`src/rtl/mem_access_unit.sv`:
```
// MAR/MDR register pair with a single-access memory handshake FSM.
// Runs one read or write per start, aborting with a sticky err after TIMEOUT wait cycles.
module mem_access_unit #(
    parameter int unsigned TIMEOUT = 64,
    parameter int unsigned CNT_W   = 7
) (
    input  logic        Clk,
    input  logic        Reset_n,
    input  logic [15:0] bus_in,
    input  logic        LD_MAR,
    input  logic        LD_MDR,
    input  logic        start,
    input  logic        wr,
    input  logic [15:0] mem_rdata,
    input  logic        mem_ready,
    output logic [15:0] mem_addr,
    output logic [15:0] mem_wdata,
    output logic        mem_ce,
    output logic        mem_we,
    output logic [15:0] MAR,
    output logic [15:0] MDR,
    output logic        busy,
    output logic        done,
    output logic        err
);

    typedef enum logic [1:0] {StIdle, StAccess, StDone} state_e;

    localparam logic [CNT_W-1:0] CntLast = CNT_W'(TIMEOUT - 1);
    localparam logic [CNT_W-1:0] CntMax  = '1;

    state_e           state_q, state_d;
    logic [15:0]      mar_q, mar_d;
    logic [15:0]      mdr_q, mdr_d;
    logic [CNT_W-1:0] cnt_q, cnt_d;
    logic             wr_q, wr_d;
    logic             err_q, err_d;
    logic             ce_q, ce_d;
    logic             we_q, we_d;

    always_comb begin
        state_d = state_q;
        mar_d   = mar_q;
        mdr_d   = mdr_q;
        cnt_d   = cnt_q;
        wr_d    = wr_q;
        err_d   = err_q;
        case (state_q)
            StIdle: begin
                if (LD_MAR) mar_d = bus_in;
                if (LD_MDR) mdr_d = bus_in;
                if (start) begin
                    wr_d    = wr;
                    err_d   = 1'b0;
                    cnt_d   = '0;
                    state_d = StAccess;
                end
            end
            StAccess: begin
                if (cnt_q != CntMax) cnt_d = cnt_q + 1'b1;
                // Completion takes priority over timeout on the last allowed cycle.
                if (mem_ready) begin
                    if (!wr_q) mdr_d = mem_rdata;
                    state_d = StDone;
                end else if (cnt_q == CntLast) begin
                    err_d   = 1'b1;
                    state_d = StDone;
                end
            end
            StDone: begin
                state_d = StIdle;
            end
            default: begin
                state_d = StIdle;
            end
        endcase
        // Strobes are registered from the next state so they align exactly with ACCESS.
        ce_d = (state_d == StAccess);
        we_d = ce_d && wr_d;
    end

    always_ff @(posedge Clk or negedge Reset_n) begin
        if (!Reset_n) begin
            state_q <= StIdle;
            mar_q   <= '0;
            mdr_q   <= '0;
            cnt_q   <= '0;
            wr_q    <= 1'b0;
            err_q   <= 1'b0;
            ce_q    <= 1'b0;
            we_q    <= 1'b0;
        end else begin
            state_q <= state_d;
            mar_q   <= mar_d;
            mdr_q   <= mdr_d;
            cnt_q   <= cnt_d;
            wr_q    <= wr_d;
            err_q   <= err_d;
            ce_q    <= ce_d;
            we_q    <= we_d;
        end
    end

    assign MAR       = mar_q;
    assign MDR       = mdr_q;
    assign mem_addr  = mar_q;
    assign mem_wdata = mdr_q;
    assign mem_ce    = ce_q;
    assign mem_we    = we_q;
    assign busy      = (state_q != StIdle);
    assign done      = (state_q == StDone);
    assign err       = err_q;

endmodule
```
`config.mk`:
```
export PLATFORM = sky130hd
export DESIGN_NAME = mem_access_unit
export DESIGN_NICKNAME = d
export VERILOG_FILES = /design/src/rtl/mem_access_unit.sv
export SDC_FILE = /design/constraint.sdc
export NUM_CORES = 1
export LEC_CHECK = 0
export CAP_MARGIN = 15
export CORE_MARGIN = 5
export CORE_UTILIZATION = 37
export DETAILED_ROUTE_END_ITERATION = 10
export PLACE_DENSITY = 0.89
export SLEW_MARGIN = 20
export SYNTH_ARGS = -nofsm -noshare
export SYNTH_HDL_FRONTEND = slang
export SYNTH_SLANG_ARGS = --single-unit
```
`constraint.sdc`:
```
create_clock -name Clk -period 1.55 [get_ports Clk]
set_input_delay 0.31 -clock Clk [delete_from_list [all_inputs] [get_ports Clk]]
set_output_delay 0.31 -clock Clk [all_outputs]
set_load 0.02 [all_outputs]
```
==> impl_results.md, run 1 <==
* Run status: complete, no violations
* Post-Syn Nets at 261
* CP max-delay cell: dfrtp_2
* Avg Inst Size Synth at 10.1 um^2
* Drt first pass iters at 4
* DRC Markers at 0
* Most common library cells after synthesis: dfrtp_1, nand2_1, buf_4, nor2_1, a31oi_1
* Placed cell areas at 3270 um^2
* Vias per std cell at 4.90
* CP max FO at 8
* Initial antenna violation count at 0
* Antenna-violating nets left at 0
* CP top delay family: flip-flops
* Relative max-transition margin at 0.705
* Critical path depth at 6
* Finished Layout Cells at 390
* Vias in the first global route at 1,867
* CTS root buffer: clkbuf_8
* Buffers on Ports at 107
* Worst-path cell chain: buf_6 > nand2b_4 > a21oi_4 > clkbuf_16 > nor2_1 > a31oi_1
* Final hold violation count at 0
* Final design utilization at 0.571
* Clock Sinks at 45
* Hold WS at 490 ps
* Syn. warnings at 0
* Total Wirelength at 6310 um
* CTS clk-pin slew, worst paths at 80 ps
* Via count at 1,912
* Die H at 87.8 um
* Leakage at 1.52 nW
* Die Footprint at 7710 um^2
* Tot GR Track Use at 0.153
* Antenna fix cells at 0
* Synth area leaders: dfrtp_1, buf_4, mux2_4
* Synth Flop Type: dfrtp_1
* Core area at 5890 um^2
* Post-DP HPWL at 4710 um
* Asr flop ratio synth at 1.00
* Worst Clk Skew at 2.54 ps
* Post-synth top area cell: dfrtp_1
* Yosys reg bits at 45
* Sw Share at 0.439
* Placement row count at 28
* Clk_lat worst skew at 290 ps
* Mapped Cells at 221
* Post-Place Cells at 379
* First-pass GRT wire length at 9160 um
* Int Pwr at 3.51 mW
* Max_cap viols at 0
* # Post-CTS Setup Buffers at 0
* GRT overflow at 0
* Worst Max-Slew Pin Slew at 442 ps
* Nets at 354
* Die width at 87.8 um
* P per Cell Area at 1860 nW/um^2
* Slew Viols, Final at 0
* Worst vdd ir at 0.959 mV
* Critical Path End Type: flop
* Syn Std Cell Area at 2240 um^2
* Total CTS buffers at 5
* Sequential element share of the synthesized area at 0.503
* CP arrival at 1710 ps
* Design area at 3360 um^2
* Fmax at 0.667 GHz
* Post-synth top area share at 0.503
* Tmin final at 1500 ps
* IO Pins at 108
* CTS max path bufs at 2
* Filler Cell Count at 551
* Worst R2R Path Depth at 6
* Layout cells sized above 1 at 0.175
* Number of buffers and inverters on the critical path at 2
* RSZ-0062 raised after global routing: true
* Endpoints failing setup at 0
* Seq pwr share at 0.320
* Worst min path class: in2async
* Initial core utilization at 0.380
* Slowest stage delay, CP at 450 ps
* P&R area growth vs syn at 50.2%
* Clock network power share at 0.111
* Routed WL per cell at 16.2 um
* EDFF count, synth at 0
* Setup TNS at 0 ps
* Largest net degree at the start of global routing at 33
* Fin crit share at 0.967
* H-tree depth at 2
* CTS tree: yes
* Power share of the combinational group at 0.569
* WS Path Type: reg2reg
* Placer Congestion at 0.742
* Top-count cell post-synth: dfrtp_1
* P_sw at 2.74 mW
* DRT iter0 DRCs at 71
* Critical Path Start Type: flop
* WP data required at 1760 ps
* Library cells used by synthesis at 31
-- worst paths after layout --
path / to / slack [ps] / startpoint
min in group Clk: err / 510 / err
max in group asynchronous: state_q[0] / 550 / Reset_n
max reg2reg: MDR[8] / 50 / state_q[0]
min: MDR[7] / 490 / Reset_n
max: MDR[8] / 50 / state_q[0]
min reg2reg: err / 510 / err
-- area by class of cell --
| type | count | area, um^2 | area share |
|---|---|---|---|
| Multi-Input combinational cell | 131 | 833 | 0.248 |
| Tap cell | 75 | 93.8 | 0.0279 |
| Inverter | 3 | 11.3 | 0.00335 |
| Timing Repair Buffer | 128 | 1210 | 0.361 |
| Clock buffer | 8 | 80.1 | 0.0238 |
| Sequential cell | 45 | 1130 | 0.336 |
-- sequential cells by signal, indices dropped and copies added, names as in the netlist --
signal	cells
mem_we	1
state_q	2
MDR	16
MAR	16
mem_ce	1
wr_q	1
cnt_q	7
err	1
-- power by group through the flow --
stage | Clock [mW] | Combinational [mW] | Sequential (mW)
floorplan | 0 | 1.99 | 2.47
global placement | 0 | 3.95 | 2.01
detailed placement | 0 | 4.04 | 2.05
CTS | 0.712 | 3.47 | 2.00
global route | 0.751 | 3.80 | 2.08
finish | 0.691 | 3.56 | 2.00
-- worst reg2reg max path: stages (launching register included) --
cell,delay (ps)
dfrtp_2,450
buf_6,130
nand2b_4,140
a21oi_4,270
clkbuf_16,220
nor2_1,40
a31oi_1,160
-- stage by stage --
stage                     worst slack, ps  total power, mW
final                                50.9             6.25
after global routing                -32.8             6.64
after CTS                          -0.801             6.19
after detailed placement            -56.7             6.08
after global placement              -5.90             5.96
after floorplan                      77.5             4.46
-- logic make-up (layout without fill, tap and decap cells) --
group,Yosys count,after routing,synth area share
compound gates,36,36,0.100
fa+ha+maj,1,1,0.00559
buf+inv,45,139,0.140
flops,45,45,0.503
mux,17,17,0.102
simple gates,77,77,0.149
-- cells in the final DEF (no fill, tap or decap), types with 2 or more instances in the layout --
master / n
inv_1: 3
or3_1: 2
and2_1: 3
mux2_4: 10
clkbuf_8: 5
buf_12: 3
nand2_1: 38
nor2_1: 20
dlygate4sd2_1: 67
nor2b_1: 2
dfrtp_1: 43
clkbuf_16: 2
o31ai_1: 3
dfrtp_2: 2
o21ai_0: 6
buf_4: 14
a21oi_1: 4
a31oi_1: 16
nand3_1: 3
mux2_2: 7
clkbuf_1: 3
nand2b_1: 2
clkdlybuf4s50_1: 37
-- metal layers --
metal	routed length [um]	track usage	vias up	share of wire
li1	-	-	893	-
met1	2520	0.181	930	0.40
met2	3170	0.268	80	0.50
met3	539	0.0452	9	0.085
met4	85	0.0432	0	0.013
met5	0	0	-	0
-- what timing repair did --
item | CTS | global route
gates cloned | 0 | 2
pin swaps | 0 | 4
hold buffers | 1 | 0
endpoints found under the hold margin | 18 | 0
setup endpoints to repair | 69 | 10
gates resized for setup | 73 | 11
No activity file was read; power rests on OpenSTA's default activity.
==> run 2: changes to the inputs <==
- CORE_MARGIN: 5 -> not set
==> run 2 against run 1 <==
Net effect:
- maximum frequency is 1.8% lower
- largest power group unchanged
- final cell count shrank 1.0%
- sequential cell count stayed put
- sequential share of layout area rose by 0.40 points
- utilization is 1.4 points higher
- critical path type unchanged
- global-route usage increased by 3.0 points
- via count decreased by 2.1%
- clock power rose by 31%
- total power increased by 1.2%
- design area decreased by 1.2%
==> impl_results.md, run 2 (synthesized netlist as in run 1, its figures left out) <==
* Run status: complete, no violations
* RSZ-0062 raised after global routing: true
* Critical Path End Type: flop
* Clk_lat worst skew at 290 ps (about the same)
* Seq pwr share at 0.315 (-0.005)
* First-pass GRT wire length at 8850 um (-3.4%)
* CTS clk-pin slew, worst paths at 80 ps (about the same)
* IO Pins at 108 (unchanged)
* WHS Endpoint: err
* CP top delay family: flip-flops
* P_sw at 2.68 mW (-2.2%)
* Worst r2r src: state_q[1]
* Slowest stage delay, CP at 470 ps (+20 ps)
* Final design utilization at 0.585 (+0.0141)
* Die H at 79.8 um (-9.1%)
* Initial core utilization at 0.394 (+0.0141)
* Worst-path cell chain: nor2_4 > buf_4 > and2_1 > buf_4 > mux2_2
* Vias in the first global route at 1,832 (-1.9%)
* CP max-delay cell: dfrtp_2
* Worst vdd ir at 0.933 mV (-2.7%)
* Slew Viols, Final at 0 (unchanged)
* CTS max path bufs at 2 (unchanged)
* Final worst slack at 23.1 ps (-27.9 ps)
* R2R setup slack at 20 ps (-30 ps)
* Sw Share at 0.424 (-0.0147)
* Hold path start: err
* Tot GR Track Use at 0.183 (+0.0301)
* Antenna fix cells at 0 (unchanged)
* Int Pwr at 3.65 mW (+3.8%)
* Via count at 1,872 (-2.1%)
* Vias per std cell at 4.85 (-1.1%)
* Buffers on Ports at 107 (unchanged)
* GRT overflow at 0 (unchanged)
* Worst R2R Path Depth at 5 (-1)
* Nets at 353 (-0.28%)
* H-tree depth at 2 (unchanged)
* Tmin final at 1530 ps (+27.9 ps)
* Critical Path Start Type: flop
* Worst Max-Slew Pin Slew at 339 ps (-103 ps)
* Final hold violation count at 0 (unchanged)
* Total CTS buffers at 5 (unchanged)
* CTS tree: yes
* CP dominant cell by count: buf_4
* Fmax at 0.655 GHz (-1.8%)
* Max_cap viols at 0 (unchanged)
* Die width at 79.8 um (-9.1%)
* Worst min path class: reg2reg
* CP max FO at 8 (unchanged)
* Clock network power share at 0.143 (+0.032)
* Antenna-violating nets left at 0 (unchanged)
* Drt first pass iters at 4 (unchanged)
* DRT iter0 DRCs at 46 (-35%)
* Post-DP HPWL at 4200 um (-11%)
* CP arrival at 1700 ps (about the same)
* Fin crit share at 0.985 (+0.0180)
* WP data required at 1720 ps (-40 ps)
* CTS root buffer: clkbuf_8
* Most frequent cells in the layout: dlygate4sd2_1, dfrtp_1, nand2_1
* P&R area growth vs syn at 48.4%
* Die Footprint at 6360 um^2 (-17%)
* Commonest non-fill, non-tap cell in the layout: dlygate4sd2_1
* Layout cells sized above 1 at 0.175 (+0.000556)
* WHS Path Cells at 1
* Filler Cell Count at 529 (-4.0%)
* Core area at 5680 um^2 (-3.6%)
* Reg-to-reg critical path endpoint: MAR[4]
* Largest net degree at the start of global routing at 46 (+39%)
* Routed WL per cell at 14.6 um (-9.7%)
* Total Wirelength at 5650 um (-11%)
* DRC Markers at 0 (unchanged)
* Power share of the combinational group at 0.542 (-0.027)
* Initial antenna violation count at 0 (unchanged)
* Worst Clk Skew at 5.64 ps (+3.10 ps)
* Clock Sinks at 45 (unchanged)
* WS Path Type: reg2reg
* P per Cell Area at 1900 nW/um^2 (+2.4%)
* Relative max-transition margin at 0.772 (+0.0670)
* Placement row count at 27 (-3.6%)
* Number of buffers and inverters on the critical path at 2 (unchanged)
* Endpoints failing setup at 0 (unchanged)
* Placer Congestion at 0.824 (+11%)
* DP Worst Slack at -67.3 ps (-10.5 ps)
* Leakage at 1.53 nW (+0.36%)
[run 2: power groups by stage]
stage          clock, mW  combinational, mW  sequential, mW
4_1_cts            0.923               3.44            2.00
6_report           0.907               3.43            1.99
3_5_place_dp           0               3.98            2.05
5_1_grt            0.988               3.69            2.06
3_3_place_gp           0               3.89            2.03
2_1_floorplan          0               1.99            2.47
[run 2: worst register-to-register path, delay by kind of cell, from the launching register on]
kind	cells	cell delay [ps]
AND/OR/NAND/NOR	2	290
buffers and inverters	2	310
multiplexers	1	350
flip-flops	1	470
[run 2: metal layers]
layer	routed length, um	up-vias	track usage
li1	-	896	-
met1	2300	890	0.219
met2	2860	77	0.326
met3	418	9	0.0469
met4	70	0	0.0464
met5	0	-	0
[run 2: final cells by class]
cell class	instances	area (um^2)	share of cell area
inverter	3	11.3	0.00339
tap	72	90.1	0.0271
clock buffer	7	86.3	0.0260
multi-input combinational	131	822	0.247
clock inverter	1	30.0	0.00904
sequential	45	1130	0.340
timing repair buffer	127	1150	0.347
[run 2: per-stage QoR]
step | area (um^2) | power (mW) | hold WS [ps] | std cells | TNS, ps
after floorplan | 2240 | 4.46 | 14.4 | 221 | 0
after global placement | 3250 | 5.92 | 302 | 375 | -201
after detailed placement | 3250 | 6.03 | 311 | 375 | -972
after CTS | 3300 | 6.36 | 521 | 385 | 0
after global routing | 3320 | 6.74 | 534 | 386 | -343
final | 3320 | 6.33 | 513 | 386 | 0
[run 2: how the worst max path moves through the flow]
stage | from | endpoint | slack [ps] | depth (start not counted)
final | state_q[1] | MAR[4] | 20 | 5
after global routing | state_q[1] | MAR[11] | -30 | 5
after CTS | state_q[1] | done | 8 | 2
after detailed placement | mem_ready | MDR[2] | -70 | 6
after global placement | LD_MAR | MAR[11] | -10 | 4
after floorplan | state_q[0] | MAR[10] | 80 | 6
[run 2: repair_timing]
action,CTS,global route
buffers inserted,1,1
gates resized for setup,71,11
hold buffers,1,0
pin swaps,1,2
endpoints found under the hold margin,11,0
setup endpoints to repair,68,27
